[src/rtl/period_meter_pkg.sv]
// ---------------------------------------------------------------------------
// period_meter_pkg
//   Shared types and default parameters for the period meter.
//   - state_t      : measurement FSM states
//   - DEF_*        : default parameter values used by period_meter
//   - out_shift()  : left shift that turns the window sum into INT.FRAC
// ---------------------------------------------------------------------------
package period_meter_pkg;

  typedef enum logic [1:0] {
    ST_IDLE,
    ST_FILL,
    ST_RUN,
    ST_TIMEOUT
  } state_t;

  localparam int DEF_PERIOD_INT_PART  = 10;
  localparam int DEF_PERIOD_FRAC_PART = 20;
  localparam int DEF_AVG_SHIFT        = 4;
  localparam int DEF_SYNC_STAGES      = 2;

  // The window sum already carries AVG_SHIFT fractional bits (it is the
  // average scaled by 2^AVG_SHIFT), so only the remainder is shifted in.
  function automatic int out_shift(input int frac_part, input int avg_shift);
    return frac_part - avg_shift;
  endfunction

endpackage

[src/rtl/period_window_sum.sv]
// ---------------------------------------------------------------------------
// period_window_sum
//   Sliding-window running sum over the last 2^DEPTH_LOG2 period samples.
//   Circular history buffer + write pointer + running sum.
// Ports
//   CLK        in   clock
//   RESET      in   synchronous active-high reset (pointer and sum to 0)
//   sample     in   SAMPLE_W  period sample to insert
//   sample_en  in   1         insert sample this cycle (already CE-qualified)
//   fill_mode  in   1         window not yet full: evicted value treated as 0
//   clear      in   1         restart the window: sum <= 0, pointer <= 0
//   sum        out  SAMPLE_W+DEPTH_LOG2  running sum of the window
// ---------------------------------------------------------------------------
module period_window_sum
  import period_meter_pkg::*;
#(
  parameter int SAMPLE_W   = DEF_PERIOD_INT_PART,
  parameter int DEPTH_LOG2 = DEF_AVG_SHIFT
) (
  input  logic                           CLK,
  input  logic                           RESET,
  input  logic [SAMPLE_W-1:0]            sample,
  input  logic                           sample_en,
  input  logic                           fill_mode,
  input  logic                           clear,
  output logic [SAMPLE_W+DEPTH_LOG2-1:0] sum
);

  localparam int DEPTH = 1 << DEPTH_LOG2;
  localparam int SUM_W = SAMPLE_W + DEPTH_LOG2;
  localparam logic [DEPTH_LOG2-1:0] PTR_ONE = DEPTH_LOG2'(1);

  logic [SAMPLE_W-1:0]   hist_mem [DEPTH];
  logic [SAMPLE_W-1:0]   old_rd_reg;
  logic [DEPTH_LOG2-1:0] wr_ptr_reg, wr_ptr_next;
  logic [DEPTH_LOG2-1:0] rd_addr;
  logic [SUM_W-1:0]      sum_reg, sum_next;
  logic [SUM_W-1:0]      old_val;

  // While filling, the slot being written holds stale data from an earlier
  // window, so nothing is subtracted. This is why the buffer never needs
  // clearing.
  always_comb begin
    wr_ptr_next = wr_ptr_reg;
    sum_next    = sum_reg;
    old_val     = fill_mode ? '0 : SUM_W'(old_rd_reg);
    if (clear) begin
      wr_ptr_next = '0;
      sum_next    = '0;
    end else if (sample_en) begin
      wr_ptr_next = wr_ptr_reg + PTR_ONE;
      sum_next    = sum_reg + SUM_W'(sample) - old_val;
    end
  end

  always_ff @(posedge CLK) begin
    if (RESET) begin
      wr_ptr_reg <= '0;
      sum_reg    <= '0;
    end else begin
      wr_ptr_reg <= wr_ptr_next;
      sum_reg    <= sum_next;
    end
  end

  // Registered read prefetches the slot the *next* write will evict, so
  // old_rd_reg always equals hist_mem[wr_ptr_reg]. A write goes to
  // wr_ptr_reg while the read targets wr_ptr_reg+1, so they never collide.
  assign rd_addr = RESET ? '0 : wr_ptr_next;

  always_ff @(posedge CLK) begin
    if (sample_en && !clear && !RESET) begin
      hist_mem[wr_ptr_reg] <= sample;
    end
    old_rd_reg <= hist_mem[rd_addr];
  end

  assign sum = sum_reg;

endmodule

[src/rtl/period_meter.sv]
// ---------------------------------------------------------------------------
// period_meter
//   Measures the period of an asynchronous square wave in CE-qualified CLK
//   cycles and averages it over a sliding window of 2^AVG_SHIFT periods.
//   PERIOD_OUT is INT.FRAC fixed point, ready for smooth_oscillator.PERIOD_IN.
// Ports
//   CLK           in   sole clock
//   RESET         in   synchronous, active-high
//   CE            in   clock enable; everything except the synchronizer frozen
//   SIGNAL_IN     in   asynchronous sensor square wave
//   PERIOD_OUT    out  INT+FRAC  averaged period (INT.FRAC)
//   PERIOD_VALID  out  1-cycle strobe when PERIOD_OUT updates (0 when CE=0)
//   TIMEOUT       out  level; no rising edge for 2^INT-1 CE cycles
// ---------------------------------------------------------------------------
module period_meter
  import period_meter_pkg::*;
#(
  parameter int PERIOD_INT_PART  = DEF_PERIOD_INT_PART,
  parameter int PERIOD_FRAC_PART = DEF_PERIOD_FRAC_PART,
  parameter int AVG_SHIFT        = DEF_AVG_SHIFT,
  parameter int SYNC_STAGES      = DEF_SYNC_STAGES
) (
  input  logic                                      CLK,
  input  logic                                      RESET,
  input  logic                                      CE,
  input  logic                                      SIGNAL_IN,
  output logic [PERIOD_INT_PART+PERIOD_FRAC_PART-1:0] PERIOD_OUT,
  output logic                                      PERIOD_VALID,
  output logic                                      TIMEOUT
);

  localparam int INT_W   = PERIOD_INT_PART;
  localparam int SUM_W   = PERIOD_INT_PART + AVG_SHIFT;
  localparam int OUT_W   = PERIOD_INT_PART + PERIOD_FRAC_PART;
  localparam int OUT_LSH = out_shift(PERIOD_FRAC_PART, AVG_SHIFT);

  localparam logic [INT_W-1:0]     CNT_MAX   = '1;
  localparam logic [INT_W-1:0]     CNT_ONE   = INT_W'(1);
  localparam logic [AVG_SHIFT-1:0] FILL_LAST = '1;
  localparam logic [AVG_SHIFT-1:0] FILL_ONE  = AVG_SHIFT'(1);

  // ---------------- synchronizer (free-running, ignores CE) ----------------
  logic [SYNC_STAGES-1:0] sync_reg, sync_next;
  logic                   sync_out;

  assign sync_next[0] = SIGNAL_IN;
  generate
    for (genvar gi = 1; gi < SYNC_STAGES; gi++) begin : g_sync
      assign sync_next[gi] = sync_reg[gi-1];
    end
  endgenerate

  always_ff @(posedge CLK) begin
    if (RESET) sync_reg <= '0;
    else       sync_reg <= sync_next;
  end

  assign sync_out = sync_reg[SYNC_STAGES-1];

  // ---------------- edge detect and period counter ----------------
  // prev only advances on CE cycles, so a rise seen while CE=0 is still
  // reported on the next CE cycle.
  logic             prev_reg, prev_next;
  logic             edge_det;
  logic [INT_W-1:0] cnt_reg, cnt_next;
  logic             cnt_at_max;
  logic             go_timeout;

  assign edge_det   = CE & sync_out & ~prev_reg;
  assign cnt_at_max = (cnt_reg == CNT_MAX);

  always_comb begin
    prev_next = prev_reg;
    cnt_next  = cnt_reg;
    if (CE) begin
      prev_next = sync_out;
      if (edge_det)         cnt_next = CNT_ONE;
      else if (!cnt_at_max) cnt_next = cnt_reg + CNT_ONE;
    end
  end

  // Timeout state is entered on the same clock that cnt saturates, so
  // TIMEOUT rises exactly MAX CE cycles after the last edge.
  assign go_timeout = CE & ~edge_det & (cnt_next == CNT_MAX);

  // ---------------- FSM ----------------
  state_t               state_reg, state_next;
  logic [AVG_SHIFT-1:0] fill_reg, fill_next;
  logic                 vpipe_reg, vpipe_next;
  logic                 win_sample_en, win_clear, restart;
  logic [SUM_W-1:0]     win_sum;

  always_ff @(posedge CLK) begin
    if (RESET) begin
      state_reg <= ST_IDLE;
      fill_reg  <= '0;
      vpipe_reg <= 1'b0;
      cnt_reg   <= '0;
      prev_reg  <= 1'b0;
    end else begin
      state_reg <= state_next;
      fill_reg  <= fill_next;
      vpipe_reg <= vpipe_next;
      cnt_reg   <= cnt_next;
      prev_reg  <= prev_next;
    end
  end

  always_comb begin
    state_next    = state_reg;
    fill_next     = fill_reg;
    win_sample_en = 1'b0;
    win_clear     = 1'b0;
    vpipe_next    = CE ? 1'b0 : vpipe_reg;
    // An edge with a saturated counter carries no valid period: it only
    // re-arms the window as a reference edge.
    restart       = edge_det & (cnt_at_max || state_reg == ST_IDLE ||
                                state_reg == ST_TIMEOUT);
    if (restart) begin
      state_next = ST_FILL;
      fill_next  = '0;
      win_clear  = 1'b1;
    end else if (edge_det) begin
      case (state_reg)
        ST_FILL: begin
          win_sample_en = 1'b1;
          fill_next     = fill_reg + FILL_ONE;
          if (fill_reg == FILL_LAST) begin
            state_next = ST_RUN;
            vpipe_next = 1'b1;
          end
        end
        ST_RUN: begin
          win_sample_en = 1'b1;
          vpipe_next    = 1'b1;
        end
        default: state_next = ST_IDLE;
      endcase
    end else if (go_timeout) begin
      state_next = ST_TIMEOUT;
    end
  end

  period_window_sum #(
    .SAMPLE_W   (INT_W),
    .DEPTH_LOG2 (AVG_SHIFT)
  ) u_window (
    .CLK       (CLK),
    .RESET     (RESET),
    .sample    (cnt_reg),
    .sample_en (win_sample_en),
    .fill_mode (state_reg == ST_FILL),
    .clear     (win_clear),
    .sum       (win_sum)
  );

  // ---------------- output register ----------------
  logic [OUT_W-1:0] period_out_reg, period_out_next;
  logic             valid_reg, valid_next;

  always_comb begin
    period_out_next = period_out_reg;
    valid_next      = valid_reg;
    if (CE) begin
      valid_next = vpipe_reg;
      if (vpipe_reg) period_out_next = OUT_W'(win_sum) << OUT_LSH;
    end
  end

  always_ff @(posedge CLK) begin
    if (RESET) begin
      period_out_reg <= '0;
      valid_reg      <= 1'b0;
    end else begin
      period_out_reg <= period_out_next;
      valid_reg      <= valid_next;
    end
  end

  // valid_reg can be held across CE=0 cycles; gating with CE makes the
  // strobe last exactly one enabled cycle.
  assign PERIOD_OUT   = period_out_reg;
  assign PERIOD_VALID = valid_reg & CE;
  assign TIMEOUT      = (state_reg == ST_TIMEOUT);

endmodule
[config.mk]
export PLATFORM = sky130hd
export DESIGN_NAME = period_meter
export DESIGN_NICKNAME = d
export VERILOG_FILES = /design/src/rtl/period_meter_pkg.sv /design/src/rtl/period_window_sum.sv /design/src/rtl/period_meter.sv
export SDC_FILE = /design/constraint.sdc
export NUM_CORES = 1
export LEC_CHECK = 0
export CORE_UTILIZATION = 55
export DETAILED_ROUTE_END_ITERATION = 12
export GPL_TIMING_DRIVEN = 0
export PLACE_DENSITY = 0.82
export SLEW_MARGIN = 15
export SYNTH_ARGS = -nofsm -noshare
export SYNTH_HDL_FRONTEND = slang
export SYNTH_SLANG_ARGS = --single-unit
[constraint.sdc]
create_clock -name CLK -period 8.6 [get_ports CLK]
set_input_delay 0.86 -clock CLK [delete_from_list [all_inputs] [get_ports CLK]]
set_output_delay 0.86 -clock CLK [all_outputs]
set_load 0.005 [all_outputs]
==> results of run 1 <==
## per-layer routing
| metal | vias to the layer above | wire [um] |
|---|---|---|
| met5 | - | 0 |
| met4 | 0 | 449 |
| met3 | 44 | 1752 |
| met2 | 257 | 9870 |
| met1 | 3056 | 8932 |
| li1 | 2961 | - |
## cell usage in the layout (no fill, tap or decap), types with 10 or more instances in the layout
master,netlist,layout
inv_1,54,54
clkinv_1,0,10
nor2_1,41,41
clkdlybuf4s50_1,0,17
a21oi_1,41,41
xnor2_1,12,12
nor2b_1,14,14
o22ai_1,40,40
buf_4,17,17
fa_1,10,10
nand3_1,15,15
clkbuf_16,0,22
nand2_1,60,60
conb_1,1,16
nor3_1,15,15
ha_1,24,24
edfxtp_1,160,160
dfxtp_1,63,63
mux2i_1,83,83
or4_1,11,11
clkbuf_1,16,17
## through the flow
step	power, mW	area [um^2]	hold slack, ns
finish	2.175	11140	0.4392
detailed placement	1.217	10400	0.4289
floorplan	1.204	9946	0.4138
CTS	2.183	11140	0.4439
global placement	1.215	10400	0.4182
global route	2.233	11140	0.4483
## Yosys cell counts (10+ instances only)
| library cell | count |
|---|---|
| a21oi_1 | 41 |
| buf_4 | 17 |
| clkbuf_1 | 16 |
| dfxtp_1 | 63 |
| edfxtp_1 | 160 |
| fa_1 | 10 |
| ha_1 | 24 |
| inv_1 | 54 |
| mux2i_1 | 83 |
| nand2_1 | 60 |
| nand3_1 | 15 |
| nor2_1 | 41 |
| nor2b_1 | 14 |
| nor3_1 | 15 |
| o22ai_1 | 40 |
| or4_1 | 11 |
| xnor2_1 | 12 |
## path summary, 6_finish.rpt
kind	to	cells past startpoint	start	slack [ns]
worst max-delay path	u_window.sum[12]	14	state_reg[1]	4.67
worst min-delay path	sync_reg[1]	1	sync_reg[0]	0.44
worst max register to register	u_window.sum[12]	14	state_reg[1]	4.67
worst min register to register	sync_reg[1]	1	sync_reg[0]	0.44
## where the power goes
part	internal (mW)	switching, mW	total (mW)	leakage (nW)
Clock	0.586	0.394	0.980	0.355
Sequential	1.14	0.00791	1.15	1.99
Combinational	0.0172	0.0263	0.0435	2.12
Total	1.75	0.428	2.17	4.46
## final cells by class
type | count | area (um^2)
fill | 1290 | 6281
clock buffer | 23 | 554.3
timing repair buffer | 17 | 170.2
buffer | 49 | 316.6
inverter | 55 | 206.4
tap | 225 | 281.5
multi-input combinational | 473 | 3357
clock inverter | 17 | 183.9
sequential | 223 | 6066
## kinds of logic (layout without fill, tap and decap cells)
kind of cell	Yosys count	count (layout)
simple gates	196	196
xor+xnor	15	15
fa+ha+maj	34	34
compound gates	129	129
flops	223	223
other cells	1	16
mux	83	83
buf+inv	104	161
==> out/results.env, run 1 <==
OUTCOME='finished clean'
ANT_NETS=0
CTS.REPORTEDPATHS.CLKPINSLEW_NS=0.06
LARGEST_REGISTER_FF_COUNT=160
YOSYS_REGISTER_BITS=223
GROUTE.USAGE.OVERALL=0.2338
POSTSYNTHAREAPERCELL_UM2=12.60
MAXCAPVIOLATIONS=0
AREA.GROWTH.SYNTH_TO_FINAL_PCT=12.60
SYNTH-EDFF-COUNT=160
POST_CTS_RESIZED=0
COMBINATIONAL_FAMILY_WITH_THE_MOST_AREA_AFTER_SYNTHESIS='simple AND/OR/NAND/NOR gates'
PERIOD_NEEDED_NS=3.933
CTS_HOLD_REPAIR.BUFFERS=0
TNS_NS=0
WORSTSKEWPAIRLATENCY_NS=0.52
FINAL_HOLD_VIOLATIONS=0
CRIT_PATH_TOP_DELAY_CELL='clkbuf_1'
FIN_NETS=879
TIGHTEST_SLEW_NS=1.001
TIMING.SLEW.HEADROOM=0.3315
SYNTHESIZED_CELL_AREA_UM2=9889
SYNTH_TOP_CELL_AREA_SHARE=0.4858
POST_SYNTH_FA_HA_MAJ_AREA_FRACTION=0.05061
POWER_LEAKAGE_nW=4.459
VDD_IR_DROP_MAX_mV=0.1628
ROUTE.DETAILED.DRC=0
PLACE_INST=1042
GRT_UTIL_MET3=0.04661
DETAIL_ROUTE.WIRELENGTH_MM=21.00
SYNTHMUXAREASHARE=0.08401
YOSYS-TOP-CELLS-AREA='edfxtp_1, dfxtp_1, mux2i_1'
CRITICAL_PATH_LAUNCH_POINT_TYPE='register'
MAXIMUM_COUNT_OF_CLOCK_BUFFERS_ALONG_A_SINGLE_PATH=3
CTS_MADE_BUFFERS=22
PLACE_CONGESTION=0.8873
ANTENNA_CELLS=0
CLOCK_SKEW_NS=0.01508
DP_SLACK_NS=4.746
CRITICAL_PATH.MAX_STAGE_DELAY_NS=0.52
POST_CTS_SETUP_BUFFER_COUNT=0
CELLPOWERDENSITY_nW_PER_UM2=195.3
PROPORTION_OF_REGISTER_BITS_WITH_ASYNCHRONOUS_SET_OR_RESET_AFTER_SYNTHESIS=0
SETUP.WORST_PATH.END_CLASS='register'
XOR_AND_XNOR_FRACTION_OF_THE_MAPPED_NETLIST_AREA=0.01328
INITIAL_CORE_UTIL=0.5678
CTS_TREE='done'
CORE_AREA_UM2=17420
WORST-ENDPOINT-REQUIRED_NS=9.00
CTS_NUM_SINKS=223
FINAL_CRITICAL_PATH_SETUP_SLACK_NS=4.667
CLOCK_TREE.HTREE_LEVEL_COUNT=1
CELLS_AFTER_SYNTHESIS=785
SYNTH_SIMPLE_GATE_AREA_SHARE=0.09982
CRITICAL_PATH.TOP_DELAY_FAMILY='adder cells'
DETAILEDROUTE.FIRSTITERATIONVIOLATIONS=585
PORT_BUFFERS=17
AVGVIACOUNTPERCELL=5.839
CRITICAL_PATH.N_BUFFERS_INVERTERS=3
CLOCK_TREE.ROOT_CELL='clkbuf_16'
FIN_CELLS=1082
CP_DATA_ARRIVAL_TIME_NS=4.33
HOLD_PATH.CLASS='register to register'
FP.DIEW_UM=136.1
WORSTPATHMAXFANOUT=10
NUMBER_OF_GLOBAL_ROUTE_VIAS_BEFORE_REPAIR=5892
SETUP-VIOLATIONS-FINAL=0
ROWS=48
GRT_PASS1_WL_MM=32.37
SYNTH_SEQ_AREA_SHARE=0.6134
WIRE_PER_INST_UM=19.41
CELLS_TRAVERSED_ALONG_THE_WORST_TIMING_PATH='inv_1 > ha_1 > clkbuf_1 > nor2b_1 > fa_1 > inv_1 > fa_1 > a21o_1 > a21oi_1 > o21bai_1 > a31o_2 > a41oi_1 > mux2i_1 > nand2_1'
SLEW_VIOL_FINAL=0
DP.FINAL_HPWL_MM=13.94
FIN_CRIT_SHARE=0.4573
FP.DIEAREA_UM2=18520
RSZ0062_AT_GRT='no'
POSTLAYOUTCOREUTIL=0.6394
CHIPHEIGHT_UM=136.1
BUSIEST_LAYER='met2'
SYNTH_CELL_TYPE_COUNT=60
OVERFLOW_LEFT_AFTER_GLOBAL_ROUTING=0
IO-PIN-COUNT=36
MAX_CLOCK_FREQ_MHz=254.3
ANTENNA_FOUND_INITIAL=0
SYNTH-MAIN-FF-CELL='edfxtp_1'
USE_MET2=0.3641
VIA_COUNT=6318
GRT_UTIL_MET1=0.3325
SYNTH.LARGEST_AREA_CELL='edfxtp_1'
WORSTSETUPPATHTYPE='register to register'
FIRST_PASS_ITERS=7
RATIO_OF_CELLS_WITH_DRIVE_ABOVE_1_IN_THE_FINAL_LAYOUT=0.08751
YS_WARN_COUNT=0
SYNTH_COMPOUND_AREA_FRAC=0.08565
GRT_START_MAX_NET_PINS=24
Note: power is estimated with default switching activity, not from simulation.
==> run 2: changes to the inputs <==
Clock period 8.6 ns to 3.8 ns, I/O delays scaled along.
==> out/results.env, run 2 (synthesis gave the netlist of run 1 again) <==
OUTCOME='finished clean'
CRIT_PATH_TOP_DELAY_CELL='dfxtp_1'
AREA.GROWTH.SYNTH_TO_FINAL_PCT=12.71
SLEW_VIOL_FINAL=0
INITIAL_CORE_UTIL=0.5678
PLACE_INST=1042
IO-PIN-COUNT=36
LARGEST_REGISTER_FF_COUNT=160
MOST_COMMON_CELL_AFTER_LAYOUT_FILL_AND_TAPS_ASIDE='edfxtp_1'
FINAL_HOLD_VIOLATIONS=0
FP.DIEW_UM=136.1
TNS_NS=0
CRITICAL_PATH.MAX_STAGE_DELAY_NS=1.00
VIA_COUNT=6328
TOTAL_OF_FILL_CELLS_IN_THE_FINISHED_DESIGN=1288
POWER_LEAKAGE_nW=4.515
HOLD_PATH.CLASS='input port to register'
CELLPOWERDENSITY_nW_PER_UM2=441.4
ROWS=48
ANTENNA_FOUND_INITIAL=0
CORE_AREA_UM2=17420
WORSTPATHMAXFANOUT=22
NUMBER_OF_GLOBAL_ROUTE_VIAS_BEFORE_REPAIR=5895
WORSTSETUPPATHTYPE='register to register'
RSZ0062_AT_GRT='no'
CLOCK_TREE.HTREE_LEVEL_COUNT=1
MAX_CLOCK_FREQ_MHz=273.8
MAXCAPVIOLATIONS=0
TIMING.SLEW.HEADROOM=0.3072
CRITICAL_PATH.N_BUFFERS_INVERTERS=2
WORSTSKEWPAIRLATENCY_NS=0.52
TIGHTEST_SLEW_NS=1.038
PORT_BUFFERS=17
POSTLAYOUTCOREUTIL=0.6400
CELLS_TRAVERSED_ALONG_THE_WORST_TIMING_PATH='and4_1 > buf_6 > a311oi_2 > buf_6 > xnor2_1 > nor2_4 > nand3_1 > o22ai_1 > or4_1'
STORAGE_CELL_AREA_UM2=6071
ANTENNA_CELLS=0
SETUP.WORST_PATH.END_CLASS='register'
CTS_MADE_BUFFERS=22
CRITICAL_PATH.TOP_DELAY_FAMILY='simple AND/OR/NAND/NOR gates'
LAYOUT_COMMON_CELLS='edfxtp_1, mux2i_1, nand2_1'
CHIPHEIGHT_UM=136.1
FP.DIEAREA_UM2=18520
DETAILEDROUTE.FIRSTITERATIONVIOLATIONS=569
RATIO_OF_CELLS_WITH_DRIVE_ABOVE_1_IN_THE_FINAL_LAYOUT=0.09568
VDD_IR_DROP_MAX_mV=0.3683
CTS_NUM_SINKS=223
DP.FINAL_HPWL_MM=13.94
GRT_PASS1_WL_MM=32.37
FIRST_PASS_ITERS=6
FIN_CRIT_SHARE=0.9612
DETAIL_ROUTE.WIRELENGTH_MM=21.03
ROUTE.DETAILED.DRC=0
CRITICAL_PATH_LAUNCH_POINT_TYPE='register'
PLACE_CONGESTION=0.8873
GROUTE.USAGE.OVERALL=0.2340
ANT_NETS=0
FIN_CELLS=1082
AVGVIACOUNTPERCELL=5.848
CRITICAL-PATH-TOP-CELL-BY-COUNT='buf_6'
MULTI_INPUT_AREA_UM2=3362
WORST-ENDPOINT-REQUIRED_NS=4.15
CTS.REPORTEDPATHS.CLKPINSLEW_NS=0.06
WIRE_PER_INST_UM=19.44
GRT_START_MAX_NET_PINS=24
MAXIMUM_COUNT_OF_CLOCK_BUFFERS_ALONG_A_SINGLE_PATH=3
OVERFLOW_LEFT_AFTER_GLOBAL_ROUTING=0
FIN_NETS=879
SETUP-VIOLATIONS-FINAL=0
CP_DATA_ARRIVAL_TIME_NS=4.01
PERIOD_NEEDED_NS=3.653
CLOCK_SKEW_NS=0.01472
CLOCK_TREE.ROOT_CELL='clkbuf_16'
CTS_TREE='done'
[run 2: cell counts in the layout (fill, tap and decap cells not counted)]
Identical to the previous run, type by type.
[run 2: layer usage]
| metal | track usage | vias to the layer above | part of all wire |
|---|---|---|---|
| met1 | 0.3325 | 3068 | 0.43 |
| met3 | 0.04661 | 48 | 0.083 |
| met4 | 0.06914 | 0 | 0.022 |
| met2 | 0.3638 | 248 | 0.47 |
| met5 | 0 | - | 0 |
| li1 | - | 2964 | - |
[run 2: path summary, 6_finish.rpt]
| path | slack (ns) | cells past startpoint | to | start |
|---|---|---|---|---|
| worst max-delay path | 0.15 | 9 | u_window.old_rd_reg[4] | cnt_reg[3] |
| worst min-delay path | 0.26 | 3 | prev_reg | CE |
| worst max register to register | 0.15 | 9 | u_window.old_rd_reg[4] | cnt_reg[3] |
| worst min register to register | 0.44 | 1 | sync_reg[1] | sync_reg[0] |
[run 2: stage by stage]
stage / cell area [um^2] / power, mW / setup slack (ns) / hold WS (ns)
final: 11150 / 4.920 / 0.1474 / 0.2642
after global placement: 10400 / 2.749 / -0.01052 / 0.4182
after CTS: 11140 / 4.940 / 0.02982 / 0.2567
after floorplan: 9946 / 2.724 / 0.5304 / 0.4138
after global routing: 11150 / 5.054 / 0.005016 / 0.2987
after detailed placement: 10400 / 2.753 / -0.05379 / 0.4289
[run 2: cell type report]
type	count	share of cell area
plain buffers	49	0.02851
clock buffers	23	0.04973
clock inverters	17	0.01650
inverters	55	0.01852
multi-input cells	473	0.3016
flip-flops and latches	223	0.5446
well taps	225	0.02526
repair buffers	17	0.01527
[run 2: where the power goes]
| group | internal, mW | switching (mW) |
|---|---|---|
| clock network | 1.33 | 0.890 |
| logic | 0.0386 | 0.0593 |
| registers | 2.59 | 0.0179 |
| total | 3.95 | 0.967 |
[run 2: repair_timing]
item | 4_1_cts | 5_1_grt
gates resized for setup | 2 | 5
hold buffers | 0 | 0
gates cloned | 0 | 0
setup buffers | 0 | 0
endpoints found under the setup margin | 2 | 88
[run 2: worst register-to-register path, delay by kind of cell, from the launching register on]
family          cells  cell delay, ns
compound gates      2            0.38
xor+xnor            1            0.35
buf+inv             2            0.31
flops               1            1.00
simple gates        4            1.46
